===== config.mk =====
export PLATFORM = sky130hd
export DESIGN_NAME = npu_mac_window
export DESIGN_NICKNAME = d
export VERILOG_FILES = /design/src/rtl/npu_mac_window.sv
export SDC_FILE = /design/constraint.sdc
export NUM_CORES = 1
export LEC_CHECK = 0
export BUFFER_PORTS_ARGS = -buffer_cell sky130_fd_sc_hd__buf_2
export CAP_MARGIN = 10
export CORE_MARGIN = 2
export CORE_UTILIZATION = 55
export CTS_CLUSTER_DIAMETER = 60
export DETAILED_ROUTE_END_ITERATION = 16
export PLACE_DENSITY = 0.82
export SYNTH_ARGS = -nofsm -noshare
export SYNTH_HDL_FRONTEND = slang
export SYNTH_SLANG_ARGS = --single-unit

===== constraint.sdc =====
create_clock -name clk -period 17.85 [get_ports clk]
set_clock_uncertainty 0.05 [all_clocks]
set_input_delay 2.6775 -clock clk [delete_from_list [all_inputs] [get_ports clk]]
set_output_delay 2.6775 -clock clk [all_outputs]
set_load 0.03 [all_outputs]

===== src/rtl/npu_mac_window.sv =====
// Windowed multiply-accumulate over two activation/weight pairs per beat, with
// requantisation to an unsigned byte and a one-entry ready/valid result register.
module npu_mac_window #(
    parameter int TAPS  = 9,
    parameter int ACC_W = 20,
    parameter int SHIFT = 0
) (
    input  logic                                   clk,
    input  logic                                   reset,
    input  logic                                   in_valid,
    output logic                                   in_ready,
    input  logic [7:0]                             data0,
    input  logic [7:0]                             data1,
    input  logic [7:0]                             data2,
    input  logic [7:0]                             data3,
    input  logic                                   flush,
    output logic                                   out_valid,
    input  logic                                   out_ready,
    output logic signed [ACC_W-1:0]                acc_out,
    output logic [7:0]                             out_data,
    output logic [$clog2(((TAPS+1)/2)+1)-1:0]      beat_cnt
);

    localparam int BEATS = (TAPS + 1) / 2;
    localparam int CNT_W = $clog2(BEATS + 1);
    localparam bit TAPS_ODD = (TAPS % 2) == 1;
    localparam logic signed [ACC_W-1:0] U8_MAX = ACC_W'(255);

    typedef enum logic {
        ST_IDLE,
        ST_ACCUM
    } state_t;

    state_t                  state;
    logic signed [ACC_W-1:0] acc;

    logic signed [16:0]      prod_a;
    logic signed [16:0]      prod_b;
    logic signed [ACC_W-1:0] ext_a;
    logic signed [ACC_W-1:0] ext_b;
    logic signed [ACC_W-1:0] acc_base;
    logic signed [ACC_W-1:0] beat_sum;
    logic                    accept;
    logic                    last_beat;
    logic                    drop_b;

    function automatic logic [7:0] requant(input logic signed [ACC_W-1:0] value);
        logic signed [ACC_W-1:0] shifted;
        shifted = value >>> SHIFT;
        if (shifted < 0)
            requant = 8'd0;
        else if (shifted > U8_MAX)
            requant = 8'hFF;
        else
            requant = shifted[7:0];
    endfunction

    // A stalled result blocks new beats so a completing window never overwrites it.
    assign in_ready  = !(out_valid && !out_ready);
    assign accept    = in_valid && in_ready;
    assign last_beat = (beat_cnt == CNT_W'(BEATS - 1));
    assign drop_b    = last_beat && TAPS_ODD;

    // Activations are unsigned bytes: a zero MSB keeps them positive in the signed multiply.
    assign prod_a = $signed({1'b0, data0}) * $signed(data1);
    assign prod_b = $signed({1'b0, data2}) * $signed(data3);
    assign ext_a  = ACC_W'(prod_a);
    assign ext_b  = ACC_W'(prod_b);

    // NOTE: every always_comb output gets a default before any condition so no latch is inferred.
    always_comb begin
        acc_base = acc;
        if (state == ST_IDLE)
            acc_base = '0;
        beat_sum = acc_base + ext_a;
        if (!drop_b)
            beat_sum = beat_sum + ext_b;
    end

    // NOTE: sequential state uses non-blocking assignments only, so every register
    // samples the pre-edge values regardless of statement order.
    always_ff @(posedge clk) begin
        if (reset) begin
            state     <= ST_IDLE;
            acc       <= '0;
            beat_cnt  <= '0;
            out_valid <= 1'b0;
            acc_out   <= '0;
            out_data  <= '0;
        end else begin
            if (out_valid && out_ready)
                out_valid <= 1'b0;

            // flush wins over a beat on the same edge, and never touches the result register.
            if (flush) begin
                state    <= ST_IDLE;
                acc      <= '0;
                beat_cnt <= '0;
            end else if (accept) begin
                if (last_beat) begin
                    acc_out   <= beat_sum;
                    out_data  <= requant(beat_sum);
                    out_valid <= 1'b1;
                    acc       <= '0;
                    beat_cnt  <= '0;
                    state     <= ST_IDLE;
                end else begin
                    acc       <= beat_sum;
                    beat_cnt  <= beat_cnt + CNT_W'(1);
                    state     <= ST_ACCUM;
                end
            end
        end
    end

endmodule

# == Word-level counts from Yosys, hierarchy flattened ==
# Cells that the tools add are included.
# totals
ff_bits,53
latch_bits,0
mem_bits_rw,0
romBits,0
n_memories,0
# classes
addsub,3
n_mul,2
div,0
magnitude_cmp,2
eq_ne,1
n_shift,0
mux,11
bitwise,1
reduce_logical,7
# ops
operator,count
$mux 20,3
$add 20x17->20,2
$mul 9x8->17,2
$gt 20x9->1 const B,1
$lt 20x1->1 const B,1
$mux 8,2
$mux 1,5
$add 3x1->3 const B,1
$eq 3x3->1 const B,1
$logic_and 1x1->1,3
$mux 3,1
$reduce_and 3->1,1
$logic_not 1->1,2
$reduce_or 2->1,1
$not 1->1,1

# == Depth between registers and ports, before layout ==
# Gate-level depths: netlist of run 1.
# logic_depth
ltp_word,7
ltp_mapped,33

# == Worst setup path before layout of run 1 ==
# OpenSTA, ideal clock, no wires.
# synth_path
path_type,input-to-reg
from,input data0[6]
to,register out_data[0]
setup_ps,122
arrival_ps,10286
required_time_ps,17678
setup_slack_ps,7392
path_stages,29
path_buffers,0
path_cell_list,nand2_1 fa_1 inv_1 fa_1 inv_1 fa_1 inv_1 fa_1 ha_1 ha_1 xor2_1 fa_1 fa_1 inv_1 fa_1 fa_1 inv_1 fa_1 inv_1 ha_1 o21a_1 a21o_1 a211o_1 nand2_1 xor2_1 mux2i_1 nor4b_2 a31oi_4 a221o_1
# synth_between
elab_chain_cells,7
elab_cells_between_ends,8
cone_classes,2 x add/sub; 1 x mul; 2 x order compare; 3 x mux
# synth_lines
element,line_no,text
"start, declared",12,"input logic [7:0] data0,"
$mul 9x8->17 *,65,"assign prod_a = $signed({1'b0, data0}) * $signed(data1);"
$add 20x17->20 *,75,beat_sum = acc_base + ext_a;
$add 20x17->20,77,beat_sum = beat_sum + ext_b;
$mux 20 *,76,if (!drop_b)
$gt 20x9->1,52,else if (shifted > U8_MAX)
$mux 8,52,
$mux 8 *,50,if (shifted < 0)
"end signal, assigned",102,out_data <= requant(beat_sum);
"end, declared",20,"output logic [7:0] out_data,"
# Every way passes the cells marked *; elsewhere a longest branch is shown, timed or not.
# A chain may end at the register's enable or synchronous reset.

# == Worst setup path after layout of run 1 ==
# layout_path
from,input data1[7]
to,register out_data[4]
# layout_between
elab_chain_cells,7
elab_cells_between_ends,8
cone_classes,2 x add/sub; 1 x mul; 2 x order compare; 3 x mux
# layout_lines
element,line_no,text
"start, declared",13,"input logic [7:0] data1,"
$mul 9x8->17 *,65,
$add 20x17->20 *,75,
$add 20x17->20,77,
$mux 20 *,76,
$gt 20x9->1,52,
$mux 8,52,
$mux 8 *,50,
# Marks and branches as above.

==> results of run 1 <==
critical path: cells and delay by family:
family                     cells  cell delay, ps
adders and majority gates     12            5260
muxes                          1             200
xor gates and xnor gates       1             170
and+or+nand+nor                2             500
buffers and inverters          5             550
AOI/OAI and AO/OA              8            1780
metrics by stage:
stage,area (um2),setup slack [ps],util,instances
final,8770,6830,0.608,1166
after global routing,8770,6500,0.608,1166
after CTS,8760,6860,0.607,1165
after detailed placement,8600,6580,0.597,1157
after global placement,8600,6680,0.597,1157
after floorplan,8090,7390,-,922
flip-flops by register name, summed over array words and instances, names as in the netlist:
name,count
out_valid,1
acc,20
out_data,8
state,1
acc_out,20
beat_cnt,3
area by class of cell:
type	instances	area [um2]	share of cell area
clock buffer	5	125	0.0143
clock inverter	3	28.8	0.00328
inverter	148	556	0.0633
multi-input combinational	702	6400	0.730
sequential	53	1060	0.121
tap	184	230	0.0263
timing repair buffer	71	364	0.0415
routing by layer:
| layer | share of wire | track usage |
|---|---|---|
| met3 | 0.048 | 0.0235 |
| met5 | 0 | 0 |
| met4 | 0.022 | 0.0523 |
| met2 | 0.50 | 0.444 |
| met1 | 0.43 | 0.322 |
layout by cell type (no fill, tap or decap), drive strengths merged, types with 2 or more instances in the layout:
cell type	n
dfxtp	53
or2	3
o21a	5
a21oi	47
a211oi	11
and2	81
nand4	2
nand3	13
nand2	112
o31a	2
a21o	8
clkbuf	5
or3	4
nor4	2
a221o	8
xor2	10
o21ai	17
xnor2	18
o311ai	3
inv	150
a311oi	2
a31oi	5
fa	104
nor3	9
o21bai	3
and3	2
o22ai	2
mux2i	15
a21boi	2
a22oi	2
ha	122
nor2	55
buf	71
or2b	2
nand2b	11
a211o	4
logic make-up (layout without fill, tap and decap cells):
kind of cell | after synthesis | count (layout) | synth area share
flip-flops | 53 | 53 | 0.131
AO/OA/AOI/OAI | 131 | 131 | 0.113
AND/OR/NAND/NOR | 302 | 302 | 0.183
buffers and inverters | 167 | 227 | 0.0777
multiplexers | 15 | 15 | 0.0186
adder cells (fa/ha/maj) | 226 | 226 | 0.446
XOR/XNOR | 28 | 28 | 0.0303
how the worst min path moves through the flow:
stage,endpoint,slack (ps),cells past startpoint
after CTS,acc[0],410,2
after global placement,acc[2],390,2
after global routing,acc_out[11],420,2
after detailed placement,acc[15],400,2
after floorplan,acc[0],380,2
final,acc[0],410,2
==> metrics.txt, run 1 <==
ys async rst share 0; Longest Clk Path Bufs 2; Via Count 6455; drt first pass iters 5; Overall Global Routing Usage 0.246; fillers 1270; area of the core 14400 um2; Primary FF master, synth dfxtp_1; Yosys top cell area share 0.257; Startpoint Class primary input; RSZ-0062 raised after global routing false; Fin Hold WS 406 ps; cells after synthesis 922; hold_sp acc[0]; WP data arrival 11150 ps; Reg2Reg Setup Slack 8560 ps; Setup Crit Path Kind in2reg; critical path launch point data1[7]; global placer's final weighted congestion 0.964; Initial Util 0.561; die area 15700 um2; worst skew pair latency 300 ps; Hold Crit Class reg2reg; Post-CTS Setup Repair Bufs 0; end of the critical path out_data[4]; drt via density 5.54; Slew @ Worst Pin 1180 ps; wire per inst 15.9 um; num rows 44; yosys synthesis warning count 0; share of layout cells above drive strength 1 0.0947; Clk pin slew, worst setup/hold paths 80 ps; Critical Path Max Stage Delay 580 ps; synth top area cells fa_1 26%, ha_1 19%, dfxtp_1 13%, inv_1 6.9%, and2_1 6.2%; CTS H-tree depth 2; Worst setup EP type register; status finished clean; total CTS buffers 5; RR Startpoint state; Port Buffers 69; period utilization 0.617; first-pass GRT wire length 31.8 mm; final setup vio count 0; top post-synthesis cells by count 148 x inv_1, 122 x ha_1, 112 x nand2_1; area grow syn2layout 8.43%; Final min period 11020 ps; CTS tree built; Hold Violations, Final 0; ANT nets after route 0; initial antenna violation count 0; vias in the first global route 6767; Avg Inst Size Synth 8.77 um2; largest net degree at the start of global routing 33; nets 1244; post-synth top area cell fa_1; cell mode on critical path fa_1; initial DRC count 335; CTS sink cnt 53; DRC 0; FF-to-FF End out_data[4]; max_cap viols 0; Die Wd 125 um; Slew Viols, Final 0; Max-slew headroom 0.210; die height 125 um; syn_nets 1185; Slowest cell on crit path fa_1; Setup TNS 0 ps; Ant. Diodes 0; WL final 18.5 mm; Seq/Total Area, Yosys 0.131; most common cell in the netlist inv_1; Post-synth EDFFs 0; Ports 70; Worst Path Max Fanout 9; grt ovf 0; PostCTS Resize Cnt 0; Worst EP required 17980 ps; Seq cells post-synth 53; r2r worst-path depth 29; detailed placement HPWL 15.5 mm; Synth cell types 64; synthesized area 8090 um2; CTS root buffer clkbuf_16; CTS Hold Bufs 0; Fmax 90.8 MHz
Power of run 1 is not shown: default switching activity piles up to over one toggle a cycle in this logic, so the estimate is an artifact.
==> run 2: changes to the inputs <==
--- a/config.mk
+++ b/config.mk
@@ -5,13 +5,14 @@
 export SDC_FILE = /design/constraint.sdc
 export NUM_CORES = 1
 export LEC_CHECK = 0
+export ABC_AREA = 1
 export BUFFER_PORTS_ARGS = -buffer_cell sky130_fd_sc_hd__buf_2
 export CAP_MARGIN = 10
 export CORE_MARGIN = 2
 export CORE_UTILIZATION = 55
 export CTS_CLUSTER_DIAMETER = 60
 export DETAILED_ROUTE_END_ITERATION = 16
-export PLACE_DENSITY = 0.82
+export PLACE_DENSITY = 0.85
 export SYNTH_ARGS = -nofsm -noshare
 export SYNTH_HDL_FRONTEND = slang
 export SYNTH_SLANG_ARGS = --single-unit
==> constraint.sdc (replaced) <==
create_clock -name clk -period 9 [get_ports clk]
set_clock_uncertainty 0.05 [all_clocks]
set_input_delay 1.35 -clock clk [delete_from_list [all_inputs] [get_ports clk]]
set_output_delay 1.35 -clock clk [all_outputs]
set_load 0.03 [all_outputs]
==> run 2 against run 1 <==
Against the previous run:
- via count is 26% higher
- register-to-register slack worse by 7800 ps
- utilization is 4.2 points higher
- worst hold slack better by 21 ps
- synthesized cell count is 35% higher
- global-route usage is 1.7 points higher
- non-clock buffer count is 69 higher
- final cell count is 34% higher
- worst setup slack worse by 6700 ps
- die area is 9.1% higher
- critical path depth is 12 higher
- first-iteration DRC count is 110% higher
- highest routed layer unchanged
==> metrics.txt, run 2 <==
status finished clean; die area 17100 um2 (+9.1%); hold_sp acc[1]; Slew Viols, Final 0 (unchanged); WL final 22.4 mm (+21%); top flop regs acc: 20 flops, acc_out: 20 flops, out_data: 8 flops; Hold Crit Class reg2reg; Hold Violations, Final 0 (unchanged); Slowest cell on crit path fa_1; Primary FF master, synth dfxtp_1; most common cell in the netlist nand2_1; worst slack at placement -396 ps (-6980 ps); grt ovf 0 (unchanged); RR Startpoint state; GR Util met3 0.0338 (+0.0103); Slew @ Worst Pin 873 ps (-308 ps); Worst Setup Slack, final 181 ps (-6650 ps); Die Wd 131 um (+4.5%); final setup vio count 0 (unchanged); post-synth top area cell fa_1; critical path launch point data1[0]; Post-synth EDFFs 0 (unchanged); top post-synthesis cells by count 327 x nand2_1, 303 x inv_1, 122 x ha_1; CTS H-tree depth 2 (unchanged); final core occ 0.650 (+0.0420); most frequent cells in the layout 312 x nand2_1, 302 x inv_1, 110 x ha_1, 100 x fa_1, 71 x buf_4; Clk pin slew, worst setup/hold paths 70 ps (about the same); yosys synthesis warning count 0 (unchanged); area grow syn2layout 16.2%; Fin Hold WS 427 ps (+20.7 ps); die height 131 um (+4.5%); max_cap viols 0 (unchanged); total CTS buffers 5 (unchanged); r2r worst-path depth 39 (+34%); initial DRC count 713 (+110%); Setup TNS 0 ps (unchanged); global placer's final weighted congestion 0.936 (-2.9%); nets 1611 (+30%); Worst Path Max Fanout 8 (-1); ys async rst share 0 (unchanged); ANT nets after route 0 (unchanged); CTS Hold Bufs 0 (unchanged); Yosys top cell area share 0.235 (-0.0222); Fmax 113 MHz; Seq cells post-synth 53 (unchanged); Worst setup EP type register; Critical Path Max Stage Delay 540 ps (-40 ps); Reg2Reg Setup Slack 790 ps (-7770 ps); M2 GR Usage 0.446 (+0.00202); worst skew pair latency 300 ps (about the same); GR Layer Usage met1 0.363 (+0.0408); Setup Crit Path Kind in2reg; Longest Clk Path Bufs 2 (unchanged); largest net degree at the start of global routing 33 (unchanged); drt via density 5.19 (-6.3%); cells after synthesis 1249 (+35%); CTS tree built; Port Buffers 69 (unchanged); Seq/Total Area, Yosys 0.120 (-0.0113); synth top area cells fa_1 24%, ha_1 17%, nand2_1 14%, inv_1 13%, dfxtp_1 12%; CTS sink cnt 53 (unchanged); FF-to-FF End out_data[1]; Ports 70 (unchanged); Max-slew headroom 0.416 (+0.207); vias in the first global route 7710 (+14%); period utilization 0.980; wire per inst 14.3 um (-9.7%); most common cell after layout, fill and taps aside nand2_1; Startpoint Class primary input; Worst EP required 9120 ps (-8860 ps); synthesized area 8850 um2 (+9.4%); fillers 1247 (-1.8%); Via Count 8115 (+26%); Hold EP acc[1]; hold depth 2 (unchanged); WP data arrival 8940 ps (-2210 ps); area of the core 15800 um2 (+9.7%); Initial Util 0.559 (-0.00151); Ant. Diodes 0 (unchanged); detailed placement HPWL 18.2 mm (+18%); RSZ-0062 raised after global routing true; Final min period 8820 ps; Overall Global Routing Usage 0.263 (+0.0172); syn_nets 1512 (+28%); share of layout cells above drive strength 1 0.187 (+0.0921); num rows 46 (+4.5%); DRC 0 (unchanged); CTS root buffer clkbuf_16; Synth cell types 36 (-44%); initial antenna violation count 0 (unchanged); most used routing layer in global routing met2; drt first pass iters 6 (+1); Avg Inst Size Synth 7.09 um2 (-19%); first-pass GRT wire length 36.0 mm (+13%)
run 2: cell type report:
| cell class | count | area, um2 | share of cell area |
|---|---|---|---|
| Sequential cell | 53 | 1060 | 0.103 |
| Timing Repair Buffer | 140 | 881 | 0.0856 |
| Tap cell | 216 | 270 | 0.0263 |
| Clock inverter | 2 | 17.5 | 0.00170 |
| Inverter | 305 | 1140 | 0.111 |
| Clock buffer | 6 | 139 | 0.0135 |
| Multi-Input combinational cell | 843 | 6780 | 0.659 |
run 2: worst max path at each step:
| stage | end | slack (ps) | depth (start not counted) |
|---|---|---|---|
| 2_1_floorplan | out_data[6] | 130 | 34 |
| 4_1_cts | out_data[1] | 4 | 37 |
| 3_3_place_gp | out_data[6] | -280 | 34 |
| 5_1_grt | out_data[1] | -150 | 43 |
| 3_5_place_dp | out_data[1] | -400 | 34 |
| 6_report | out_data[1] | 180 | 41 |
run 2: what timing repair did:
item                                    CTS  global route
endpoints found under the setup margin    8            14
resized for setup                         6            62
setup buffers                             0             7
pin swaps                                 0            13
run 2: critical path: cells and delay by family:
kind                     cells  cell delay [ps]
adder cells (fa/ha/maj)     13             4730
XOR/XNOR                     1              220
AND/OR/NAND/NOR             14             1380
buffers and inverters       12             1200
AO/OA/AOI/OAI                1               60
run 2: per-stage QoR:
step,instances,instance area [um2]
floorplan,1249,8850
global placement,1550,9760
detailed placement,1550,9760
CTS,1558,9950
global route,1565,10300
finish,1565,10300
run 2: cells by family (layout without fill, tap and decap cells):
group / Yosys count / count (layout) / share of synthesized area
fa+ha+maj: 226 / 226 / 0.408
buf+inv: 353 / 453 / 0.150
flops: 53 / 53 / 0.120
simple gates: 493 / 493 / 0.236
mux: 2 / 2 / 0.00226
xor+xnor: 15 / 15 / 0.0165
compound gates: 107 / 107 / 0.0674
run 2: layer usage:
layer / vias up / wire length (um)
met1: 3851 / 9490
met5: - / 0
met2: 287 / 10900
li1: 3932 / -
met4: 0 / 561
met3: 45 / 1450
Power of run 2 is left out for the same reason.
